--- src/rtl/mem_port_arbiter_if.sv ---
// Bundle of the CPU fetch port, the CPU load/store port and the single-port memory
// interface that the arbiter sits between.
interface mem_port_arbiter_if;
   logic        if_req;
   logic [31:0] if_addr;
   logic        if_ready;
   logic        if_rvalid;
   logic [31:0] if_rdata;

   logic        d_req;
   logic        d_we;
   logic [31:0] d_addr;
   logic [31:0] d_wdata;
   logic        d_ready;
   logic        d_rvalid;
   logic [31:0] d_rdata;
   logic        d_wack;
   logic        d_misalign;

   logic [29:0] mem_addr;
   logic [31:0] mem_wdata;
   logic        mem_wren;
   logic        mem_rren;
   logic        mem_E;
   logic [31:0] mem_rdata;

   modport slave (
      input  if_req, if_addr, d_req, d_we, d_addr, d_wdata, mem_rdata,
      output if_ready, if_rvalid, if_rdata,
      output d_ready, d_rvalid, d_rdata, d_wack, d_misalign,
      output mem_addr, mem_wdata, mem_wren, mem_rren, mem_E
   );

   modport master (
      output if_req, if_addr, d_req, d_we, d_addr, d_wdata, mem_rdata,
      input  if_ready, if_rvalid, if_rdata,
      input  d_ready, d_rvalid, d_rdata, d_wack, d_misalign,
      input  mem_addr, mem_wdata, mem_wren, mem_rren, mem_E
   );
endinterface

--- src/rtl/mem_port_arbiter.sv ---
// Merges fetch and load/store requests onto one single-port word memory, data side
// first, with a streak limit that forces a fetch grant. Reads return after one cycle.
//
// state | meaning
// IDLE  | no read response due this cycle
// RD_IF | memory read data this cycle belongs to the fetch side
// RD_D  | memory read data this cycle belongs to the load/store side
module mem_port_arbiter #(
   parameter int unsigned MAX_D_STREAK = 4
) (
   input logic               clk,
   input logic               rst,
   mem_port_arbiter_if.slave bus
);
   localparam int SW = $clog2(MAX_D_STREAK + 1);

   typedef enum logic [1:0] {IDLE, RD_IF, RD_D} state_t;

   state_t        state, state_nxt;
   logic [SW-1:0] streak, streak_nxt;
   logic [29:0]   addr_q, addr_nxt;
   logic [31:0]   if_rdata_q, d_rdata_q;
   logic          wack_q, wack_nxt;
   logic          misalign_q, misalign_nxt;
   logic          force_if, grant_d, grant_if, d_aligned;
   logic          wren, rren;
   logic          unused_if_lsb;

   assign unused_if_lsb = ^bus.if_addr[1:0];

   always_comb begin
      force_if  = bus.if_req && (streak == SW'(MAX_D_STREAK));
      grant_d   = bus.d_req && !force_if && !rst;
      grant_if  = bus.if_req && !grant_d && !rst;
      d_aligned = (bus.d_addr[1:0] == 2'b00);
   end

   always_comb begin
      state_nxt    = IDLE;
      streak_nxt   = streak;
      addr_nxt     = addr_q;
      wack_nxt     = 1'b0;
      misalign_nxt = 1'b0;
      wren         = 1'b0;
      rren         = 1'b0;

      if (grant_if) begin
         addr_nxt  = bus.if_addr[31:2];
         rren      = 1'b1;
         state_nxt = RD_IF;
      end else if (grant_d) begin
         if (d_aligned) begin
            addr_nxt = bus.d_addr[31:2];
            if (bus.d_we) begin
               wren     = 1'b1;
               wack_nxt = 1'b1;
            end else begin
               rren      = 1'b1;
               state_nxt = RD_D;
            end
         end else begin
            misalign_nxt = 1'b1;
         end
      end

      // Misaligned data grants still count toward the streak: they occupy the slot.
      if (!bus.if_req || grant_if) begin
         streak_nxt = '0;
      end else if (grant_d && (streak != SW'(MAX_D_STREAK))) begin
         streak_nxt = streak + SW'(1);
      end
   end

   always_comb begin
      bus.if_ready   = grant_if;
      bus.d_ready    = grant_d;
      bus.mem_wren   = wren;
      bus.mem_rren   = rren;
      bus.mem_E      = wren || rren;
      bus.mem_addr   = rst ? 30'd0 : addr_nxt;
      bus.mem_wdata  = rst ? 32'd0 : bus.d_wdata;
      bus.if_rvalid  = (state == RD_IF) && !rst;
      bus.d_rvalid   = (state == RD_D) && !rst;
      bus.d_wack     = wack_q && !rst;
      bus.d_misalign = misalign_q && !rst;
      bus.if_rdata   = if_rdata_q;
      bus.d_rdata    = d_rdata_q;
      if (rst) begin
         bus.if_rdata = 32'd0;
         bus.d_rdata  = 32'd0;
      end else if (state == RD_IF) begin
         bus.if_rdata = bus.mem_rdata;
      end else if (state == RD_D) begin
         bus.d_rdata = bus.mem_rdata;
      end
   end

   always_ff @(posedge clk) begin
      if (rst) begin
         state      <= IDLE;
         streak     <= '0;
         addr_q     <= '0;
         if_rdata_q <= '0;
         d_rdata_q  <= '0;
         wack_q     <= 1'b0;
         misalign_q <= 1'b0;
      end else begin
         state      <= state_nxt;
         streak     <= streak_nxt;
         addr_q     <= addr_nxt;
         wack_q     <= wack_nxt;
         misalign_q <= misalign_nxt;
         if (state == RD_IF) begin
            if_rdata_q <= bus.mem_rdata;
         end
         if (state == RD_D) begin
            d_rdata_q <= bus.mem_rdata;
         end
      end
   end
endmodule
--- src/flat_wrapper.sv ---
// flat-port wrapper written by rule: the top's interface ports become plain ports
module mem_port_arbiter_flat 
#(
   parameter int unsigned MAX_D_STREAK = 4
)
  (clk, rst, bus_if_req, bus_if_addr, bus_d_req, bus_d_we, bus_d_addr, bus_d_wdata, bus_mem_rdata, bus_if_ready, bus_if_rvalid, bus_if_rdata, bus_d_ready, bus_d_rvalid, bus_d_rdata, bus_d_wack, bus_d_misalign, bus_mem_addr, bus_mem_wdata, bus_mem_wren, bus_mem_rren, bus_mem_E);
  mem_port_arbiter_if bus_i ();
  input logic clk;
  input logic rst;
  input wire logic [$bits(bus_i.if_req)-1:0] bus_if_req;
  input wire logic [$bits(bus_i.if_addr)-1:0] bus_if_addr;
  input wire logic [$bits(bus_i.d_req)-1:0] bus_d_req;
  input wire logic [$bits(bus_i.d_we)-1:0] bus_d_we;
  input wire logic [$bits(bus_i.d_addr)-1:0] bus_d_addr;
  input wire logic [$bits(bus_i.d_wdata)-1:0] bus_d_wdata;
  input wire logic [$bits(bus_i.mem_rdata)-1:0] bus_mem_rdata;
  output wire logic [$bits(bus_i.if_ready)-1:0] bus_if_ready;
  output wire logic [$bits(bus_i.if_rvalid)-1:0] bus_if_rvalid;
  output wire logic [$bits(bus_i.if_rdata)-1:0] bus_if_rdata;
  output wire logic [$bits(bus_i.d_ready)-1:0] bus_d_ready;
  output wire logic [$bits(bus_i.d_rvalid)-1:0] bus_d_rvalid;
  output wire logic [$bits(bus_i.d_rdata)-1:0] bus_d_rdata;
  output wire logic [$bits(bus_i.d_wack)-1:0] bus_d_wack;
  output wire logic [$bits(bus_i.d_misalign)-1:0] bus_d_misalign;
  output wire logic [$bits(bus_i.mem_addr)-1:0] bus_mem_addr;
  output wire logic [$bits(bus_i.mem_wdata)-1:0] bus_mem_wdata;
  output wire logic [$bits(bus_i.mem_wren)-1:0] bus_mem_wren;
  output wire logic [$bits(bus_i.mem_rren)-1:0] bus_mem_rren;
  output wire logic [$bits(bus_i.mem_E)-1:0] bus_mem_E;
  assign bus_i.if_req = bus_if_req;
  assign bus_i.if_addr = bus_if_addr;
  assign bus_i.d_req = bus_d_req;
  assign bus_i.d_we = bus_d_we;
  assign bus_i.d_addr = bus_d_addr;
  assign bus_i.d_wdata = bus_d_wdata;
  assign bus_i.mem_rdata = bus_mem_rdata;
  assign bus_if_ready = bus_i.if_ready;
  assign bus_if_rvalid = bus_i.if_rvalid;
  assign bus_if_rdata = bus_i.if_rdata;
  assign bus_d_ready = bus_i.d_ready;
  assign bus_d_rvalid = bus_i.d_rvalid;
  assign bus_d_rdata = bus_i.d_rdata;
  assign bus_d_wack = bus_i.d_wack;
  assign bus_d_misalign = bus_i.d_misalign;
  assign bus_mem_addr = bus_i.mem_addr;
  assign bus_mem_wdata = bus_i.mem_wdata;
  assign bus_mem_wren = bus_i.mem_wren;
  assign bus_mem_rren = bus_i.mem_rren;
  assign bus_mem_E = bus_i.mem_E;
  mem_port_arbiter #(.MAX_D_STREAK(MAX_D_STREAK)) u_core (.clk(clk), .rst(rst), .bus(bus_i));
endmodule
--- config.mk ---
export PLATFORM = sky130hd
export DESIGN_NAME = mem_port_arbiter_flat
export DESIGN_NICKNAME = d
export VERILOG_FILES = /design/src/rtl/mem_port_arbiter_if.sv /design/src/rtl/mem_port_arbiter.sv /design/src/flat_wrapper.sv
export SDC_FILE = /design/constraint.sdc
export NUM_CORES = 1
export LEC_CHECK = 0
export BUFFER_PORTS_ARGS = -buffer_cell sky130_fd_sc_hd__buf_4
export CAP_MARGIN = 20
export CORE_MARGIN = 3
export CORE_UTILIZATION = 40
export CTS_BUF_LIST = sky130_fd_sc_hd__clkbuf_4
export DETAILED_ROUTE_END_ITERATION = 8
export PLACE_DENSITY = 0.8
export SYNTH_ARGS = -nofsm -noshare
export SYNTH_HDL_FRONTEND = slang
export SYNTH_SLANG_ARGS = --single-unit
--- constraint.sdc ---
create_clock -name clk -period 2.17 [get_ports clk]
set_clock_uncertainty 0.2 [all_clocks]
set_input_delay 0.434 -clock clk [delete_from_list [all_inputs] [get_ports clk]]
set_output_delay 0.434 -clock clk [all_outputs]
set_load 0.03 [all_outputs]
==> results of run 1 <==
[layer usage]
| metal | global-route usage [%] | GRT overflow |
|---|---|---|
| met5 | 19.6 | 0 |
| met4 | 95.3 | 100 |
| met3 | 72.5 | 1 |
| met2 | 102 | 138 |
| met1 | 82.4 | 1 |
[repair_timing]
item | in CTS
setup buffers | 50
gates resized for setup | 345
endpoints found under the hold margin | 22
cloned | 16
hold buffers | 22
pin swaps | 95
endpoints found under the setup margin | 99
[stage by stage]
| stage | util (%) | setup TNS [ns] | hold slack, ns | instance area (um^2) | instances |
|---|---|---|---|---|---|
| floorplan | - | -1.36 | 0.244 | 4280 | 522 |
| global placement | 64.4 | -0.545 | 0.248 | 6440 | 897 |
| detailed placement | 64.4 | -1.20 | 0.252 | 6440 | 897 |
| CTS | 89.6 | -26.76 | 0.000616 | 8960 | 1000 |
[cell families after synthesis]
family	synth area share, %
fa+ha+maj	0.594
mux	7.36
flops	48.0
simple gates	22.9
compound gates	15.7
buf+inv	5.46
[cell usage after synthesis]
library cell,count,share of area (%)
nand3_2,1,0.24
buf_8,3,1.1
nor2_2,1,0.15
mux2i_1,31,7.4
nor3_4,1,0.39
nand4b_4,1,0.56
clkbuf_1,10,0.89
nand3b_1,1,0.18
nor2b_1,36,5.3
nand2b_1,3,0.45
nand2_1,159,14
buf_2,22,2.6
dfxtp_1,101,48
or2_2,1,0.15
inv_1,4,0.36
a21oi_1,96,11
ha_1,2,0.59
buf_1,2,0.18
clkbuf_2,3,0.36
nor3_1,1,0.12
o21bai_2,1,0.27
and3_1,4,0.59
a21boi_4,1,0.45
nor2_1,7,0.62
o21ai_1,30,3.6
==> out/metrics.csv, run 1 <==
stage,metric,value,unit
cts,Root Buffer,clkbuf_4,
cts,Max clock buf depth,2,
sta,GRT worst endpoint,bus_mem_addr[16],
logic_synthesis,Synth Register Bits,101,
global_route,largest net degree at the start of global routing,84,
placed_design,Port Buffer Count,265,
placed_design,dpl ws,-0.0948,ns
die,Initial Utilization,42.2,%
logic_synthesis,number of synthesis warnings,0,
die,Cell Rows,36,
logic_synthesis,sequential share of the synthesized area,48.0,%
global_route,GRT overflow,240,
die,Die Wd,109,um
outcome,Exit stage,global routing,
outcome,Log Error,[ERROR GRT-0232] Routing congestion too high. Check the congestion heatmap in the GUI.,
die,I/O pins,268,
cts,H-tree levels,3,
cts,Num CTS Buffers,9,
die,die height,109,um
logic_synthesis,Mapped Area,4220,um^2
sta,worst endpoint pin kind,top-level output,
logic_synthesis,Mapped Avg Cell Area,8.08,um^2
outcome,status,aborted with a tool error,
global_route,Total GRT Usage,85.8,%
placed_design,GPL Wtd Cong,0.868,
logic_synthesis,Unique masters post-synth,25,
logic_synthesis,Mapped Cells,522,
placed_design,DP Wirelength,10.3,mm
logic_synthesis,post-synth net total,657,
cts,CTS Sinks,101,
==> run 2: changes to the inputs <==
--- a/config.mk
+++ b/config.mk
@@ -8,10 +8,9 @@
 export BUFFER_PORTS_ARGS = -buffer_cell sky130_fd_sc_hd__buf_4
 export CAP_MARGIN = 20
 export CORE_MARGIN = 3
-export CORE_UTILIZATION = 40
-export CTS_BUF_LIST = sky130_fd_sc_hd__clkbuf_4
+export CORE_UTILIZATION = 25
 export DETAILED_ROUTE_END_ITERATION = 8
-export PLACE_DENSITY = 0.8
+export PLACE_DENSITY_LB_ADDON = 0.15
 export SYNTH_ARGS = -nofsm -noshare
 export SYNTH_HDL_FRONTEND = slang
 export SYNTH_SLANG_ARGS = --single-unit
==> run 2 against run 1 <==
The flow now finishes, with violations (negative setup slack). Synthesized area unchanged. Synthesized cell count unchanged.
==> out/metrics.csv, run 2 <==
stage,metric,value,unit
sta,Final WS setup,-0.387,ns
worst_setup_path,Crit path required time,1.54,ns
placed_design,DP Wirelength,10.8,mm
drt,DRT Wirelength,19.1,mm
sta,Setup-failing EPs final,88,
logic_synthesis,number of synthesis warnings,0,
logic_synthesis,Async SR Flop Fraction,0,%
placed_design,GPL Wtd Cong,0.788,
sta,Worst-Margin Slew,0.524,ns
cts,Max clock buf depth,2,
global_route,largest net degree at the start of global routing,71,
die,Cell Rows,46,
die,Initial Utilization,26.1,%
drt,drt drc,0,
logic_synthesis,Synth Flop Type,dfxtp_1,
cells_and_area,layout cells sized above 1,71.2,%
worst_setup_path,CP max FO,12,
logic_synthesis,Synth Register Bits,101,
outcome,status,"complete, but fails checks",
global_route,GRT overflow,0,
die,core footprint,16200,um^2
global_route,Total GRT Usage,19.3,%
cells_and_area,# fillers,1292,
cells_and_area,Layout area overhead,134,%
logic_synthesis,Mapped Cells,522,
die,I/O pins,268,
flow_run,Max Cap Viol,0,
cells_and_area,"most common cell after layout, fill and taps aside",buf_4,
cells_and_area,# diodes,0,
placed_design,cell area after placement,6630,um^2
logic_synthesis,Mapped Area,4220,um^2
sta,RSZ-0062 raised after global routing,true,
power,Leakage,0.00437,uW
cts,Root Buffer,clkbuf_16,
cells_and_area,most frequent cells in the layout,"223 x buf_4, 108 x buf_6, 97 x dfxtp_1",
logic_synthesis,Post-Synth Adder-Cell Area,0.594,%
cts,Post-CTS Hold Buffers,0,
drt,Via density,4.56,
worst_setup_path,slowest cell delay on critical path,0.34,ns
drt,Via Count,4917,
die,die height,136,um
power,Power Density,511,nW/um^2
logic_synthesis,Yosys top cell area share,48.0,%
worst_setup_path,worst path cell trace,"inv_2, ha_4, buf_4, a21boi_4, nor3_4, buf_12, buf_12, nand2_1, o21ai_4, buf_6",
die,die footprint,18500,um^2
worst_setup_path,CP Class,reg -> out,
logic_synthesis,Mapped Avg Cell Area,8.08,um^2
worst_setup_path,Worst EP arrival,1.92,ns
min_path,Hold WC Path Type,in -> reg,
worst_setup_path,CP Launch Type,register,
sta,final hold slack,0.0948,ns
logic_synthesis,largest family of logic cells by synthesized area,simple AND/OR/NAND/NOR gates,
sta,final hold vios,0,
cts,Clock transition at path regs,0.07,ns
logic_synthesis,post-synth net total,657,
sta,pins over their slew limit,0,
die,Die Wd,136,um
cts,CTS Sinks,101,
worst_setup_path,crit end category,output port,
drt,remaining antenna violation count,0,
global_route,first-pass GRT wire length,27.5,mm
cts,H-tree levels,3,
logic_synthesis,Synth Area in Simple Gates,22.9,%
worst_setup_path,CP max stage cell,dfxtp_2,
logic_synthesis,"count leader, synth",nand2_1,
sta,Fmax,0.391,GHz
drt,DR pass1 iterations,4,
cts,CTS tree,yes,
cells_and_area,Final nets,992,
drt,Routed WL per cell,17.7,um
placed_design,Port Buffer Count,265,
sta,Max-slew headroom,65.1,%
logic_synthesis,Synth area leader,dfxtp_1,
outcome,failing checks,negative setup slack,
global_route,vias in the first global route,5194,
sta,Period minus WS final,2.56,ns
power,Final Power,5030,uW
logic_synthesis,Synth Area in XOR/XNOR,0,%
cells_and_area,post-route cell area,9850,um^2
logic_synthesis,ranking of synthesized cells by area,"dfxtp_1 48%, nand2_1 14%, a21oi_1 11%",
logic_synthesis,Unique masters post-synth,25,
logic_synthesis,compound-cell area share of the yosys netlist,15.7,%
worst_setup_path,"Top cell by count, worst path",buf_12,
sta,Tcrit/Tclk final,118,%
logic_synthesis,Synth top cells by count,"159 x nand2_1, 101 x dfxtp_1, 96 x a21oi_1, 36 x nor2b_1, 31 x mux2i_1",
logic_synthesis,number of synthesized flops with an enable pin,0,
drt,Initial DRC Count,94,
sta,Setup TNS Final,-16.11,ns
logic_synthesis,mux cell area share after synthesis,7.36,%
cells_and_area,top flop regs,"u_core.d_rdata_q: 32 flops, u_core.if_rdata_q: 32 flops, u_core.addr_q: 30 flops",
cts,worst-skew pair later-pin latency,0.35,ns
cts,Num CTS Buffers,9,
power,Peak VDD IR,0.000656,V
logic_synthesis,sequential share of the synthesized area,48.0,%
global_route,initial antenna violation count,0,
==> run 2: cell counts after synthesis <==
Identical to the previous run, type by type.
==> run 2: what timing repair did <==
item | CTS | global route
gates cloned | 13 | 3
pin swaps | 121 | 95
setup buffers | 45 | 23
resized for setup | 367 | 123
setup endpoints to repair | 98 | 99
==> run 2: final timing paths <==
check	from	to	slack (ns)	cells after the start
worst max-delay path	u_core.streak[0]	bus_mem_addr[4]	-0.39	10
worst min-delay path	bus_if_addr[12]	u_core.addr_q[10]	0.09	3
worst max register to register	u_core.streak[0]	u_core.addr_q[4]	0.43	9
worst min register to register	u_core.d_rdata_q[20]	u_core.d_rdata_q[20]	0.28	2
==> run 2: power breakdown <==
part	total, uW	leakage [uW]	internal (uW)	switching, uW
clock	1880	0.000163	1130	750
sequential	1940	0.000823	1910	26.0
combinational	1210	0.00339	566	648
total	5030	0.00437	3610	1420
==> run 2: logic make-up after synthesis <==
group	after synthesis
flops	101
buf+inv	44
compound gates	128
fa+ha+maj	2
mux	31
simple gates	216
==> run 2: stage by stage <==
step	utilization, %	setup slack [ns]	std cells
final	60.9	-0.387	1078
after detailed placement	41.0	-0.133	983
after global placement	41.0	-0.104	983
after floorplan	-	-0.115	522
after global routing	60.9	-0.473	1078
after CTS	56.4	-0.430	1057
==> run 2: layer usage <==
| layer | share of wire, % | wire length, um | global-route usage [%] |
|---|---|---|---|
| met5 | 0 | 0 | 0 |
| met4 | 1.6 | 312 | 5.66 |
| met3 | 8.3 | 1590 | 6.99 |
| met2 | 53 | 10200 | 35.0 |
| met1 | 37 | 7050 | 21.0 |
==> run 2: area by class of cell <==
cell class,instances,area (um^2),area share [%]
Timing Repair Buffer,364,3630,36.9
Inverter,4,15.0,0.152
Multi-Input combinational cell,377,3560,36.1
Clock inverter,6,111,1.13
Tap cell,216,270,2.74
Clock buffer,10,229,2.32
Sequential cell,101,2030,20.6
==> run 2: worst max-delay path, delay by kind of cell (launching register included) <==
family / cells / cell delay [ns]
buf+inv: 5 / 0.61
flops: 1 / 0.34
compound gates: 2 / 0.28
simple gates: 2 / 0.17
fa+ha+maj: 1 / 0.16
Power figures use the tool's default switching activity.
==> run 3: changes to the inputs <==
--- a/config.mk
+++ b/config.mk
@@ -5,6 +5,7 @@
 export SDC_FILE = /design/constraint.sdc
 export NUM_CORES = 1
 export LEC_CHECK = 0
+export ABC_AREA = 1
 export BUFFER_PORTS_ARGS = -buffer_cell sky130_fd_sc_hd__buf_4
 export CAP_MARGIN = 20
 export CORE_MARGIN = 3
==> run 3 against run 2 <==
The flow still finishes with violations (negative setup slack). Cell count rose by 15%. Setup slack better by 0.14 ns. Synthesized cell count increased by 31%. Maximum frequency rose by 5.8%. Flip-flop and latch count is the same. Clock power shrank 15%.
==> out/metrics.csv, run 3 <==
stage,metric,value,unit
placed_design,Port Buffer Count,265,
drt,DR pass1 iterations,4,
sta,Setup TNS Final,-9.67,ns
worst_setup_path,Reg2Reg Setup Slack,-0.22,ns
cells_and_area,Final nets,1150,
logic_synthesis,sequential share of the synthesized area,45.2,%
logic_synthesis,Unique masters post-synth,18,
sta,Final WS setup,-0.246,ns
cts,Clock transition at path regs,0.07,ns
min_path,Hold WC Path Type,in -> reg,
die,die height,140,um
logic_synthesis,Synth Register Bits,101,
logic_synthesis,number of synthesis warnings,0,
worst_setup_path,CP Class,reg -> out,
placed_design,DP Wirelength,11.2,mm
cts,Max clock buf depth,2,
cts,Post-CTS Hold Buffers,0,
global_route,largest net degree at the start of global routing,48,
placed_design,GPL Wtd Cong,0.786,
drt,Routed WL per cell,15.5,um
logic_synthesis,Synth area leader,dfxtp_1,
drt,Initial DRC Count,157,
drt,drt drc,0,
cts,CTS Sinks,101,
sta,final hold vios,0,
global_route,GRT overflow,0,
logic_synthesis,ranking of synthesized cells by area,"dfxtp_1 45%, nor2_1 17%, inv_1 8.6%",
sta,Max-slew headroom,75.1,%
cells_and_area,post-route cell area,9630,um^2
cts,worst-skew pair later-pin latency,0.35,ns
cts,Root Buffer,clkbuf_16,
logic_synthesis,"count leader, synth",nor2_1,
die,Cell Rows,48,
placed_design,dpl ws,0.0126,ns
outcome,status,"complete, but fails checks",
drt,Via Count,5492,
logic_synthesis,Async SR Flop Fraction,0,%
power,Power Density,514,nW/um^2
global_route,vias in the first global route,5290,
cells_and_area,top flop regs,"u_core.d_rdata_q: 32 flops, u_core.if_rdata_q: 32 flops, u_core.addr_q: 30 flops",
worst_setup_path,CP Launch Type,register,
die,Initial Utilization,25.7,%
cells_and_area,layout cells sized above 1,60.7,%
cells_and_area,# diodes,0,
die,Die Wd,140,um
die,die footprint,19500,um^2
global_route,Total GRT Usage,18.0,%
sta,Period minus WS final,2.42,ns
cts,Num CTS Buffers,9,
sta,Worst-Margin Slew,0.374,ns
global_route,first-pass GRT wire length,28.1,mm
logic_synthesis,Mapped Area,4470,um^2
logic_synthesis,Mapped Avg Cell Area,6.55,um^2
sta,RSZ-0062 raised after global routing,true,
power,Leakage,0.00458,uW
cts,H-tree levels,3,
cells_and_area,"most common cell after layout, fill and taps aside",buf_4,
power,Peak VDD IR,0.000367,V
logic_synthesis,Synth Flop Type,dfxtp_1,
logic_synthesis,Yosys top cell area share,45.2,%
worst_setup_path,CP max FO,8,
sta,Fmax,0.414,GHz
logic_synthesis,number of synthesized flops with an enable pin,0,
sta,final hold slack,0.0763,ns
die,I/O pins,268,
sta,Tcrit/Tclk final,111,%
worst_setup_path,Crit path required time,1.54,ns
die,core footprint,17400,um^2
placed_design,cell area after placement,6840,um^2
worst_setup_path,crit end category,output port,
logic_synthesis,post-synth net total,818,
logic_synthesis,Mapped Cells,683,
drt,Via density,4.41,
sta,Setup-failing EPs final,78,
drt,DRT Wirelength,19.3,mm
power,Final Power,4950,uW
drt,remaining antenna violation count,0,
cts,CTS tree,yes,
global_route,initial antenna violation count,0,
flow_run,Max Cap Viol,0,
cells_and_area,most frequent cells in the layout,"236 x buf_4, 97 x dfxtp_1, 96 x inv_1",
logic_synthesis,Synth top cells by count,"204 x nor2_1, 102 x inv_1, 101 x dfxtp_1, 100 x nand2_1, 65 x o21ai_0",
cells_and_area,Layout area overhead,115,%
outcome,failing checks,negative setup slack,
sta,pins over their slew limit,0,
worst_setup_path,Worst EP arrival,1.78,ns
## run 3: cell type report
type / count / area, um^2
inverters: 103 / 414
fillers: 1598 / 7780
clock inverters: 7 / 58.8
well taps: 225 / 282
flip-flops and latches: 101 / 2030
multi-input cells: 438 / 3110
repair buffers: 362 / 3520
clock buffers: 9 / 225
## run 3: path summary, 6_finish.rpt
kind	from	depth (start not counted)	end
max reg2reg	u_core.streak[1]	15	u_core.addr_q[17]
max	u_core.streak[1]	10	bus_mem_addr[28]
min reg2reg	u_core.d_rdata_q[1]	2	u_core.d_rdata_q[1]
min	bus_d_we	2	u_core.state[1]
## run 3: timing repair
| action | CTS | global route |
|---|---|---|
| setup endpoints to repair | 97 | 100 |
| resized for setup | 256 | 284 |
| pin swaps | 49 | 50 |
| buffers inserted | 43 | 19 |
| cloned | 12 | 6 |
## run 3: per-layer routing
layer	global-route usage [%]	part of all wire [%]
met2	31.1	52
met5	0	0
met1	21.2	39
met3	6.60	7.5
met4	4.18	1.4
## run 3: worst max-delay path: stages, from the launching register on
cell and delay (ns):
dfxtp_2 0.34, inv_2 0.04, ha_4 0.15, nand3_4 0.09
nand2_4 0.07, a21oi_4 0.15, buf_6 0.15, buf_12 0.14
nand3_1 0.07, nand2_1 0.09, buf_6 0.14
## run 3: cell families (layout without fill, tap and decap cells)
kind of cell             count (synthesis)  count (layout)  synth area share, %
flip-flops                             101             101                 45.2
AO/OA/AOI/OAI                           67              67                 7.50
buffers and inverters                  144             481                 12.8
adder cells (fa/ha/maj)                  2               2                0.559
AND/OR/NAND/NOR                        368             368                 33.8
XOR/XNOR                                 1               1                0.196
## run 3: where the power goes
part / switching, uW / leakage [uW] / total (uW) / internal (uW)
logic: 751 / 0.00361 / 1400 / 645
registers: 32.1 / 0.000826 / 1970 / 1930
clock network: 788 / 0.000138 / 1590 / 798
## run 3: per-stage QoR
step	cells	utilization, %
floorplan	683	-
global placement	1159	39.3
detailed placement	1159	39.3
CTS	1230	48.7
global route	1245	55.3
finish	1245	55.3
